$ cat src/rtl/itrx_amba4_apb_pkg.sv
// AMBA4 APB shared types: transfer direction, protection bits,
// requester FSM states and the requester response bundle.
package itrx_amba4_apb_pkg;

  typedef enum logic {
    READ  = 1'b0,
    WRITE = 1'b1
  } te_pwrite;

  typedef struct packed {
    logic instr;
    logic nsec;
    logic priv;
  } ts_pprot;

  typedef enum logic [1:0] {
    IDLE,
    SETUP,
    ACCESS,
    RESP
  } te_apb4_req_state;

  localparam int unsigned APB4_MAX_DW = 32;

  typedef struct packed {
    logic [APB4_MAX_DW-1:0] rdata;
    logic                   err;
    logic                   timeout;
  } ts_apb4_rsp;

endpackage

$ cat src/rtl/itrx_apb4_tmo_cnt.sv
// APB access timeout counter: clr zeroes, en counts up and saturates at MAX.
// Ports: clk, rst_n, clr, en in; done out (this is the MAX-th counted cycle).
module itrx_apb4_tmo_cnt #(
  parameter int unsigned MAX = 0
) (
  input  logic clk,
  input  logic rst_n,
  input  logic clr,
  input  logic en,
  output logic done
);

  if (MAX == 0) begin : g_off
    logic unused_ok;
    assign unused_ok = ^{clk, rst_n, clr, en};
    assign done = 1'b0;
  end else begin : g_on
    localparam int unsigned W = $clog2(MAX + 1);
    localparam logic [W-1:0] TOP = W'(MAX);
    localparam logic [W-1:0] LAST = W'(MAX - 1);

    logic [W-1:0] cnt;

    always_ff @(posedge clk or negedge rst_n) begin
      if (!rst_n) begin
        cnt <= '0;
      end else if (clr) begin
        cnt <= '0;
      end else if (en && cnt != TOP) begin
        cnt <= cnt + 1'b1;
      end
    end

    // cnt holds the number of ACCESS cycles already finished
    assign done = (cnt >= LAST);
  end

endmodule

$ cat src/rtl/itrx_apb4_requester.sv
// APB4 requester: one cmd handshake -> one APB4 transfer -> one rsp handshake.
// Ports: cmd_* in (valid/ready), rsp_* out (valid/ready), p* APB4 requester side.
module itrx_apb4_requester
  import itrx_amba4_apb_pkg::*;
#(
  parameter int unsigned AW      = 32,
  parameter int unsigned DW      = 32,
  parameter int unsigned TIMEOUT = 0
) (
  input  logic            clk,
  input  logic            rst_n,
  input  logic            cmd_valid,
  output logic            cmd_ready,
  input  logic [AW-1:0]   cmd_addr,
  input  te_pwrite        cmd_write,
  input  logic [DW-1:0]   cmd_wdata,
  input  logic [DW/8-1:0] cmd_wstrb,
  input  ts_pprot         cmd_prot,
  output logic            rsp_valid,
  input  logic            rsp_ready,
  output logic [DW-1:0]   rsp_rdata,
  output logic            rsp_err,
  output logic            rsp_timeout,
  output logic [AW-1:0]   paddr,
  output te_pwrite        pwrite,
  output logic [DW-1:0]   pwdata,
  output logic [DW/8-1:0] pstrb,
  output ts_pprot         pprot,
  output logic            psel,
  output logic            penable,
  input  logic [DW-1:0]   prdata,
  input  logic            pready,
  input  logic            pslverr
);

  te_apb4_req_state state_q, state_d;
  ts_apb4_rsp       rsp_q, rsp_d;

  logic [AW-1:0]   paddr_d;
  te_pwrite        pwrite_d;
  logic [DW-1:0]   pwdata_d;
  logic [DW/8-1:0] pstrb_d;
  ts_pprot         pprot_d;
  logic            psel_d;
  logic            penable_d;
  logic            accept;
  logic            tmo_done;

  assign cmd_ready   = (state_q == IDLE);
  assign rsp_valid   = (state_q == RESP);
  assign accept      = cmd_valid & cmd_ready;
  assign rsp_rdata   = rsp_q.rdata[DW-1:0];
  assign rsp_err     = rsp_q.err;
  assign rsp_timeout = rsp_q.timeout;

  itrx_apb4_tmo_cnt #(
    .MAX(TIMEOUT)
  ) u_tmo (
    .clk  (clk),
    .rst_n(rst_n),
    .clr  (accept),
    .en   (state_q == ACCESS),
    .done (tmo_done)
  );

  always_comb begin
    state_d   = state_q;
    rsp_d     = rsp_q;
    paddr_d   = paddr;
    pwrite_d  = pwrite;
    pwdata_d  = pwdata;
    pstrb_d   = pstrb;
    pprot_d   = pprot;
    psel_d    = psel;
    penable_d = penable;
    unique case (state_q)
      IDLE: begin
        if (cmd_valid) begin
          state_d   = SETUP;
          paddr_d   = cmd_addr;
          pwrite_d  = cmd_write;
          pwdata_d  = cmd_wdata;
          pstrb_d   = (cmd_write == WRITE) ? cmd_wstrb : '0;
          pprot_d   = cmd_prot;
          psel_d    = 1'b1;
          penable_d = 1'b0;
        end
      end
      SETUP: begin
        state_d   = ACCESS;
        penable_d = 1'b1;
      end
      ACCESS: begin
        if (pready) begin
          state_d       = RESP;
          psel_d        = 1'b0;
          penable_d     = 1'b0;
          rsp_d.rdata   = (pwrite == WRITE) ? '0 : APB4_MAX_DW'(prdata);
          rsp_d.err     = pslverr;
          rsp_d.timeout = 1'b0;
        end else if (tmo_done) begin
          // abort a hung completer; breaks APB on purpose
          state_d       = RESP;
          psel_d        = 1'b0;
          penable_d     = 1'b0;
          rsp_d.rdata   = '0;
          rsp_d.err     = 1'b1;
          rsp_d.timeout = 1'b1;
        end
      end
      RESP: begin
        if (rsp_ready) begin
          state_d = IDLE;
        end
      end
      default: state_d = IDLE;
    endcase
  end

  always_ff @(posedge clk or negedge rst_n) begin
    if (!rst_n) begin
      state_q <= IDLE;
      rsp_q   <= '0;
      paddr   <= '0;
      pwrite  <= READ;
      pwdata  <= '0;
      pstrb   <= '0;
      pprot   <= '0;
      psel    <= 1'b0;
      penable <= 1'b0;
    end else begin
      state_q <= state_d;
      rsp_q   <= rsp_d;
      paddr   <= paddr_d;
      pwrite  <= pwrite_d;
      pwdata  <= pwdata_d;
      pstrb   <= pstrb_d;
      pprot   <= pprot_d;
      psel    <= psel_d;
      penable <= penable_d;
    end
  end

endmodule
$ cat config.mk
export PLATFORM = sky130hd
export DESIGN_NAME = itrx_apb4_requester
export DESIGN_NICKNAME = d
export VERILOG_FILES = /design/src/rtl/itrx_amba4_apb_pkg.sv /design/src/rtl/itrx_apb4_tmo_cnt.sv /design/src/rtl/itrx_apb4_requester.sv
export SDC_FILE = /design/constraint.sdc
export NUM_CORES = 1
export LEC_CHECK = 0
export ABC_CLOCK_PERIOD_IN_PS = 5100
export CAP_MARGIN = 0
export CORE_MARGIN = 5
export CORE_UTILIZATION = 30
export CTS_BUF_LIST = sky130_fd_sc_hd__clkbuf_4 sky130_fd_sc_hd__clkbuf_8
export DETAILED_ROUTE_END_ITERATION = 8
export REMOVE_ABC_BUFFERS = 1
export SLEW_MARGIN = 40
export SYNTH_ARGS = -nofsm -noshare
export SYNTH_HDL_FRONTEND = slang
export SYNTH_SLANG_ARGS = --single-unit
$ cat constraint.sdc
create_clock -name clk -period 5.1 [get_ports clk]
set_clock_uncertainty 0.1 [all_clocks]
set_input_delay 1.02 -clock clk [delete_from_list [all_inputs] [get_ports clk]]
set_output_delay 1.02 -clock clk [all_outputs]
set_load 0.005 [all_outputs]
==> out/qor.csv, run 1 <==
stage,metric,value,unit
cts,post_cts_resized,0,
worst_setup_path,cp.required,3.98,ns
cts,cts_buffers,9,
placement,dp_hpwl,9280,um
route,wl_per_cell,17.0,um
outcome,status,"finished, final reports clean",
cts,postCtsHoldBufs,0,
placement,dp_slack,2.31,ns
cts,clock_path_buffers,2,
floorplan,die_w,132,um
logic_synthesis,yosysSeqAreaShare,0.613,
worst_hold_path,hold_path_class,register to register,
timing,max_freq,0.356,GHz
logic_synthesis,ys_ff_latch,109,
layout,design_area,6940,um^2
placement,portBuffers,218,
logic_synthesis,synth_cell_types,21,
cts,clkTransAtPathRegs,0.09,ns
route,drtAntennaViolNets,0,
timing,final_max_slew_viol_count,0,
cts,clock_latency,0.36,ns
worst_setup_path,end_kind,output pin,
floorplan,core_area,14500,um^2
worst_setup_path,cpLargestDelayFamily,buffers and inverters,
timing,finalSetupTns,0,ns
floorplan,start_util,0.306,
timing,finalHoldViolCount,0,
power_and_ir_drop,power.total,3880,uW
worst_setup_path,critPathBufInv,2,
cts,cts_setup_buffers,0,
layout,nFillCells,1342,
route,drc,0,
logic_synthesis,synth_cells,328,
timing,max_slew.worst_pin.slew,0.696,ns
timing,fin_crit_sh,0.551,
cts,cts.sinks,109,
global_route,grt_first_pass_wirelength,19900,um
global_route,grt_overflow,0,
layout,ff_latch_area,2730,um^2
power_and_ir_drop,peakVddDrop,237,uV
flow_run,maxCapViolCount,0,
floorplan,dieArea,17400,um^2
global_route,antenna_found_initial,0,
layout,final_cell_mix,"clkdlybuf4s50_1, dfrtp_1, nand2_1",
global_route,grt_max_degree,77,
route,first_iter_violations,96,
layout,final_common_cell,clkdlybuf4s50_1,
worst_setup_path,worstPathMaxFanout,4,
cts,h-tree-depth,3,
global_route,grt_pass1_vias,3511,
layout,final_nets,654,
worst_setup_path,worstSetupPathType,register to output pin,
timing,max-slew-margin-rel,0.536,
layout,antenna_cells,0,
floorplan,ios,220,
logic_synthesis,syn_area,4450,um^2
power_and_ir_drop,power_density,559,nW/um^2
logic_synthesis,synth_warnings,0,
route,vias_per_cell,4.33,
layout,drive_gt1_frac,0.168,
global_route,track_usage,0.143,
layout,multiInputGateArea,1620,um^2
layout,fin_util,0.478,
worst_setup_path,cpPeakStageDelay,0.52,ns
timing,period_needed,2.81,ns
cts,cts_tree,built,
route,vias,3147,
placement,place_area,6780,um^2
timing,setup_viol,0,
floorplan,num_rows,44,
route,routed_wl,12400,um
timing,grt_setup_unrepaired,false,
logic_synthesis,avgSynthCellArea,13.6,um^2
route,drtPass1Iterations,4,
placement,place_congestion,0.768,
worst_setup_path,crit_arrival,1.69,ns
worst_setup_path,cp_slowest_cell,clkdlybuf4s50_1,
timing,finalWorstSetupSlack,2.29,ns
floorplan,die_h,132,um
worst_setup_path,start_kind,register,
layout,syn_to_final_growth,56.0,%
power_and_ir_drop,power.leakage,0.00302,uW
cts,root_buffer,clkbuf_8,
worst_setup_path,path_cells,inv_1 > ha_1 > clkdlybuf4s50_1,
## area by class of cell
type / instances / area share
clock buffers: 10 / 0.0189
clock inverters: 5 / 0.00523
inverters: 2 / 0.00108
multi-input cells: 198 / 0.233
flip-flops and latches: 109 / 0.393
well taps: 184 / 0.0332
repair buffers: 219 / 0.315
## worst min-delay path, delay by kind of cell, from the launching register on
family	cells	cell delay, ns
AO/OA/AOI/OAI	1	0.06
AND/OR/NAND/NOR	1	0.04
flip-flops	1	0.35
## metal layers
layer | track usage | vias up | wire length, um
met4 | 0.0651 | 0 | 454
met2 | 0.251 | 101 | 6510
met1 | 0.159 | 1516 | 4700
met3 | 0.0439 | 23 | 692
li1 | - | 1507 | -
met5 | 0 | - | 0
## stage by stage
step	hold WS, ns	cells
final	0.385	727
after global routing	0.414	727
after CTS	0.390	727
after detailed placement	0.370	712
after global placement	0.365	712
after floorplan	0.373	309
## power by group
part	switching, uW	internal, uW	leakage (uW)
combinational	603	1260	0.00162
sequential	253	1290	0.00132
clock	297	182	0.0000782
total	1150	2730	0.00302
## logic make-up after synthesis
group / synth area share
mux: 0.209
other cells: 0.000843
flops: 0.613
fa+ha+maj: 0.0141
buf+inv: 0.0287
compound gates: 0.0436
simple gates: 0.0911
## path summary, 6_finish.rpt
| path | endpoint | slack [ns] | cells past startpoint | start |
|---|---|---|---|---|
| worst min register to register | rsp_rdata[31] | 0.38 | 2 | rsp_rdata[31] |
| min in group asynchronous | pwdata[7] | 0.53 | 1 | rst_n |
| max in group asynchronous | state_q[1] | 3.37 | 2 | rst_n |
| worst min-delay path | rsp_rdata[31] | 0.38 | 2 | rsp_rdata[31] |
| worst max-delay path | cmd_ready | 2.29 | 3 | state_q[0] |
| worst max register to register | paddr[0] | 3.07 | 4 | state_q[0] |
## registers in the layout, indices dropped and copies added (netlist names)
name and count:
penable 1, paddr 32, pwdata 32, psel 1, rsp_rdata 32, state_q 2, rsp_err 1, pwrite 1
pstrb 4, pprot 3
## synthesized netlist by cell type (all sizes together)
cell type	instances	area, um^2
inv	2	7.51
nor2b	3	18.8
nor2	1	3.75
nand2b	33	206
dfrtp	109	2730
nor3	2	15.0
buf	12	93.8
o21ai	36	180
a21oi	1	5.00
o2bb2ai	1	8.76
ha	5	62.6
conb	1	3.75
mux2	71	920
mux2i	1	10.0
clkbuf	7	26.3
nand2	43	161
Note: power is estimated with default switching activity, not from simulation.
==> run 2: changes to the inputs <==
--- a/config.mk
+++ b/config.mk
@@ -5,7 +5,7 @@
 export SDC_FILE = /design/constraint.sdc
 export NUM_CORES = 1
 export LEC_CHECK = 0
-export ABC_CLOCK_PERIOD_IN_PS = 5100
+export ABC_CLOCK_PERIOD_IN_PS = 2900
 export CAP_MARGIN = 0
 export CORE_MARGIN = 5
 export CORE_UTILIZATION = 30
==> constraint.sdc (replaced) <==
create_clock -name clk -period 2.9 [get_ports clk]
set_clock_uncertainty 0.1 [all_clocks]
set_input_delay 0.58 -clock clk [delete_from_list [all_inputs] [get_ports clk]]
set_output_delay 0.58 -clock clk [all_outputs]
set_load 0.005 [all_outputs]
==> run 2 against run 1 <==
Power is 78% higher. Routed wire length is 1.1% higher. Sequential power is 72% higher. Register-to-register slack worse by 2.1 ns. Sequential share of layout area is 0.53 points lower. Combinational power is 81% higher. Cell count is 0.96% higher. Highest routed layer is now met5.
==> out/qor.csv, run 2 (synthesis results as in run 1) <==
stage,metric,value,unit
worst_setup_path,cp.required,2.22,ns
placement,post-place-cells,718,
power_and_ir_drop,swShare,0.295,
timing,max_freq,0.429,GHz
global_route,track_usage,0.145,
worst_setup_path,start_kind,register,
layout,drive_gt1_frac,0.176,
route,vias,3184,
worst_setup_path,reg2reg_slack,0.97,ns
route,wl_per_cell,17.0,um
timing,final_max_slew_viol_count,0,
layout,syn_to_final_growth,58.1,%
power_and_ir_drop,intPower,4880,uW
power_and_ir_drop,power.switching,2040,uW
global_route,grt_first_pass_wirelength,19900,um
worst_setup_path,path_cells,inv_1 > ha_1 > clkdlybuf4s50_1,
worst_setup_path,cpPeakStageDelay,0.52,ns
power_and_ir_drop,clock_power_share,0.130,
placement,place_congestion,0.738,
cts,cts_buffers,9,
floorplan,die_h,132,um
floorplan,num_rows,44,
placement,portBuffers,218,
layout,final_cell_mix,"clkdlybuf4s50_1, dfrtp_1, nand2_1",
global_route,grt_pass1_vias,3443,
worst_setup_path,critPathBufInv,2,
worst_setup_path,cp_slowest_cell,clkdlybuf4s50_1,
route,routed_wl,12500,um
cts,clkTransAtPathRegs,0.11,ns
worst_setup_path,crit_arrival,1.65,ns
outcome,status,"finished, final reports clean",
timing,finalHoldViolCount,0,
placement,dp_hpwl,9650,um
floorplan,ios,220,
cts,post_cts_resized,0,
cts,cts_tree,built,
cts,cts_setup_buffers,0,
layout,layoutNonFillerInstCount,734,
cts,cts.sinks,109,
floorplan,core_area,14500,um^2
power_and_ir_drop,pwr-share-seq,0.383,
route,drc,0,
cts,postCtsHoldBufs,0,
cts,h-tree-depth,3,
timing,fin_crit_sh,0.804,
worst_hold_path,hold_path_class,primary input to asynchronous set/reset pin,
power_and_ir_drop,combPwrFrac,0.487,
route,drtAntennaViolNets,0,
timing,period_needed,2.33,ns
global_route,antenna_found_initial,1,
floorplan,dieArea,17400,um^2
worst_setup_path,timing.rr.end,pwdata[4],
layout,antenna_cells,0,
worst_setup_path,worstPathMaxFanout,4,
worst_setup_path,reg2reg_from,state_q[0],
global_route,grt_overflow,0,
worst_setup_path,end_kind,output pin,
route,first_iter_violations,63,
global_route,grt_max_degree,55,
worst_setup_path,r2r_cells,5,
cts,root_buffer,clkbuf_8,
layout,fin_util,0.484,
cts,clock_path_buffers,2,
flow_run,maxCapViolCount,0,
floorplan,start_util,0.306,
power_and_ir_drop,power_density,983,nW/um^2
floorplan,die_w,132,um
timing,setup_viol,0,
power_and_ir_drop,power.leakage,0.00308,uW
worst_setup_path,worstSetupPathType,register to output pin,
power_and_ir_drop,peakVddDrop,542,uV
route,drtPass1Iterations,4,
worst_setup_path,cpLargestDelayFamily,buffers and inverters,
timing,grt_setup_unrepaired,false,
layout,final_nets,660,
cts,clock_latency,0.37,ns
timing,finalSetupTns,0,ns
layout,final_common_cell,clkdlybuf4s50_1,
route,vias_per_cell,4.34,
==> run 2: metal layers <==
layer	global-route usage	vias to the layer above	part of all wire
met5	0	-	0.00056
met3	0.0466	17	0.055
met1	0.152	1551	0.37
li1	-	1520	-
met2	0.268	94	0.55
met4	0.0531	2	0.023
==> run 2: worst reg2reg max path: stages (launching register included) <==
cell     delay, ns
dfrtp_1       0.39
inv_1         0.10
ha_1          0.27
nand2_4       0.35
buf_4         0.31
mux2_4        0.32
==> run 2: power by group through the flow <==
| stage | logic, uW | registers [uW] | clock network, uW |
|---|---|---|---|
| floorplan | 1310 | 2740 | 0 |
| global placement | 3380 | 2670 | 0 |
| detailed placement | 3430 | 2690 | 0 |
| CTS | 3450 | 2660 | 956 |
| global route | 3630 | 2750 | 1000 |
| finish | 3370 | 2650 | 899 |
==> run 2: layout make-up <==
| cell class | instances | area, um^2 |
|---|---|---|
| Tap cell | 184 | 230 |
| Inverter | 2 | 7.51 |
| Timing Repair Buffer | 225 | 2270 |
| Fill cell | 1341 | 7500 |
| Sequential cell | 109 | 2730 |
| Multi-Input combinational cell | 198 | 1610 |
| Clock inverter | 5 | 40.0 |
| Clock buffer | 11 | 151 |
==> run 2: worst max-delay path by stage <==
stage / from / slack, ns / cells after the start / to
after floorplan: state_q[0] / -0.41 / 4 / paddr[10]
after global placement: pready / 0.54 / 5 / rsp_rdata[19]
after detailed placement: pready / 0.53 / 5 / rsp_rdata[10]
after CTS: state_q[0] / 0.52 / 3 / cmd_ready
after global routing: state_q[1] / 0.42 / 3 / cmd_ready
final: state_q[0] / 0.57 / 3 / cmd_ready
==> run 2: per-stage QoR <==
step / hold slack (ns) / setup WS [ns] / total power (uW) / cell area (um^2)
floorplan: 0.184 / -0.408 / 4050 / 4330
global placement: 0.364 / 0.544 / 6050 / 6840
detailed placement: 0.370 / 0.530 / 6120 / 6840
CTS: 0.0125 / 0.522 / 7060 / 7030
global route: 0.0293 / 0.417 / 7380 / 7040
finish: 0.0191 / 0.570 / 6920 / 7040
==> run 3: changes to the inputs <==
--- a/config.mk
+++ b/config.mk
@@ -5,12 +5,13 @@
 export SDC_FILE = /design/constraint.sdc
 export NUM_CORES = 1
 export LEC_CHECK = 0
-export ABC_CLOCK_PERIOD_IN_PS = 2900
+export ABC_CLOCK_PERIOD_IN_PS = 1900
 export CAP_MARGIN = 0
 export CORE_MARGIN = 5
 export CORE_UTILIZATION = 30
 export CTS_BUF_LIST = sky130_fd_sc_hd__clkbuf_4 sky130_fd_sc_hd__clkbuf_8
 export DETAILED_ROUTE_END_ITERATION = 8
+export PLACE_DENSITY = 0.65
 export REMOVE_ABC_BUFFERS = 1
 export SLEW_MARGIN = 40
 export SYNTH_ARGS = -nofsm -noshare
==> constraint.sdc (replaced) <==
create_clock -name clk -period 1.9 [get_ports clk]
set_clock_uncertainty 0.1 [all_clocks]
set_input_delay 0.38 -clock clk [delete_from_list [all_inputs] [get_ports clk]]
set_output_delay 0.38 -clock clk [all_outputs]
set_load 0.005 [all_outputs]
==> run 3 against run 2 <==
Utilization up 0.96 points. Critical path depth up 3. Global-route usage down 0.37 points. Register-to-register slack worse by 0.90 ns. Flip-flop and latch count unchanged. Clock power up 45%.
==> out/qor.csv, run 3 (synthesis results as in run 1) <==
stage,metric,value,unit
floorplan,die_w,132,um
layout,drive_gt1_frac,0.213,
cts,cts.sinks,109,
worst_setup_path,reg2reg_from,state_q[1],
timing,finalHoldViolCount,0,
floorplan,start_util,0.306,
timing,max_freq,0.547,GHz
placement,dp_hpwl,9430,um
layout,multiInputGateArea,1620,um^2
worst_setup_path,reg2reg_slack,0.07,ns
worst_hold_path,hold_path_class,primary input to asynchronous set/reset pin,
power_and_ir_drop,peakVddDrop,637,uV
layout,final_common_cell,clkdlybuf4s50_1,
route,vias,3322,
placement,place_area,6940,um^2
worst_setup_path,crit_arrival,1.99,ns
worst_setup_path,cp.required,2.06,ns
power_and_ir_drop,combPwrFrac,0.499,
global_route,grt_first_pass_wirelength,19700,um
layout,syn_to_final_growth,61.3,%
worst_setup_path,worstPathMaxFanout,4,
power_and_ir_drop,swShare,0.295,
worst_setup_path,start_kind,register,
outcome,status,"finished, final reports clean",
route,drc,0,
route,vias_per_cell,4.42,
layout,ff_latch_area,2730,um^2
worst_setup_path,timing.rr.end,state_q[1],
cts,clock_path_buffers,2,
layout,antenna_cells,0,
cts,clock_latency,0.37,ns
worst_setup_path,worstSetupPathType,register to register,
route,drtPass1Iterations,4,
timing,holdWs,0.354,ns
floorplan,ios,220,
layout,final_nets,679,
cts,root_buffer,clkbuf_8,
global_route,grt_pass1_vias,3651,
floorplan,die_h,132,um
global_route,track_usage,0.141,
cts,h-tree-depth,3,
timing,setup_viol,0,
floorplan,num_rows,44,
global_route,grt_overflow,0,
worst_setup_path,r2r_cells,6,
route,drtAntennaViolNets,0,
power_and_ir_drop,power.total,10700,uW
flow_run,maxCapViolCount,0,
power_and_ir_drop,power.switching,3160,uW
cts,cts_tree,built,
route,routed_wl,12300,um
global_route,grt_max_degree,39,
power_and_ir_drop,power_density,1490,nW/um^2
cts,cts_buffers,9,
global_route,antenna_found_initial,0,
floorplan,core_area,14500,um^2
power_and_ir_drop,clock_power_share,0.121,
timing,grt_setup_unrepaired,true,
placement,place_congestion,0.727,
worst_setup_path,end_kind,register,
power_and_ir_drop,pwr-share-seq,0.380,
placement,portBuffers,218,
power_and_ir_drop,intPower,7560,uW
layout,nFillCells,1330,
timing,period_needed,1.83,ns
timing,final_max_slew_viol_count,0,
layout,design_area,7180,um^2
route,wl_per_cell,16.3,um
power_and_ir_drop,power.leakage,0.00316,uW
cts,clkTransAtPathRegs,0.10,ns
timing,fin_crit_sh,0.962,
route,first_iter_violations,98,
floorplan,dieArea,17400,um^2
layout,final_cell_mix,"clkdlybuf4s50_1, dfrtp_1, nand2_1",
[run 3: worst max path at each step]
stage	start	cells past startpoint	endpoint	slack, ns
after floorplan	state_q[0]	4	paddr[10]	-1.41
after global routing	state_q[1]	6	state_q[1]	-0.0002
after detailed placement	pready	4	rsp_rdata[0]	0.02
after CTS	state_q[1]	4	rsp_valid	0.0008
final	state_q[1]	6	state_q[1]	0.07
after global placement	cmd_valid	4	paddr[24]	0.06
[run 3: metrics by stage]
step | TNS (ns) | util | setup slack, ns | std cells
2_1_floorplan | -102.23 | - | -1.41 | 309
5_1_grt | -0.000234 | 0.494 | -0.000234 | 752
3_5_place_dp | 0 | 0.478 | 0.0161 | 730
4_1_cts | 0 | 0.494 | 0.000839 | 752
3_3_place_gp | 0 | 0.478 | 0.0569 | 730
6_report | 0 | 0.494 | 0.0717 | 752
[run 3: cell type report]
cell class,count,share of cell area
Multi-Input combinational cell,198,0.226
Clock buffer,10,0.0192
Tap cell,184,0.0321
Sequential cell,109,0.380
Clock inverter,5,0.00506
Timing Repair Buffer,244,0.337
Inverter,2,0.00105
[run 3: timing repair]
item	in CTS	in global routing
resized for setup	8	4
setup endpoints to repair	2	8
hold endpoints to repair	21	0
buffers inserted	6	0
hold buffers	1	0
[run 3: power by group through the flow]
stage	clock network (uW)	logic, uW	registers [uW]
CTS	1370	5440	4090
finish	1300	5340	4070
global route	1440	5760	4220
floorplan	0	2000	4180
global placement	0	5190	4100
detailed placement	0	5310	4130
[run 3: critical path, stage by stage, from the launching register on]
cell	delay, ns
dfrtp_1	0.40
buf_4	0.14
buf_4	0.12
ha_1	0.24
nor2b_1	0.18
nor3_2	0.20
mux2_1	0.33
[run 3: metal layers]
| layer | wire length (um) | vias to the layer above | GRT usage |
|---|---|---|---|
| met5 | 0 | - | 0 |
| met2 | 6310 | 113 | 0.245 |
| li1 | - | 1555 | - |
| met4 | 314 | 0 | 0.0474 |
| met3 | 800 | 18 | 0.0538 |
| met1 | 4830 | 1636 | 0.159 |
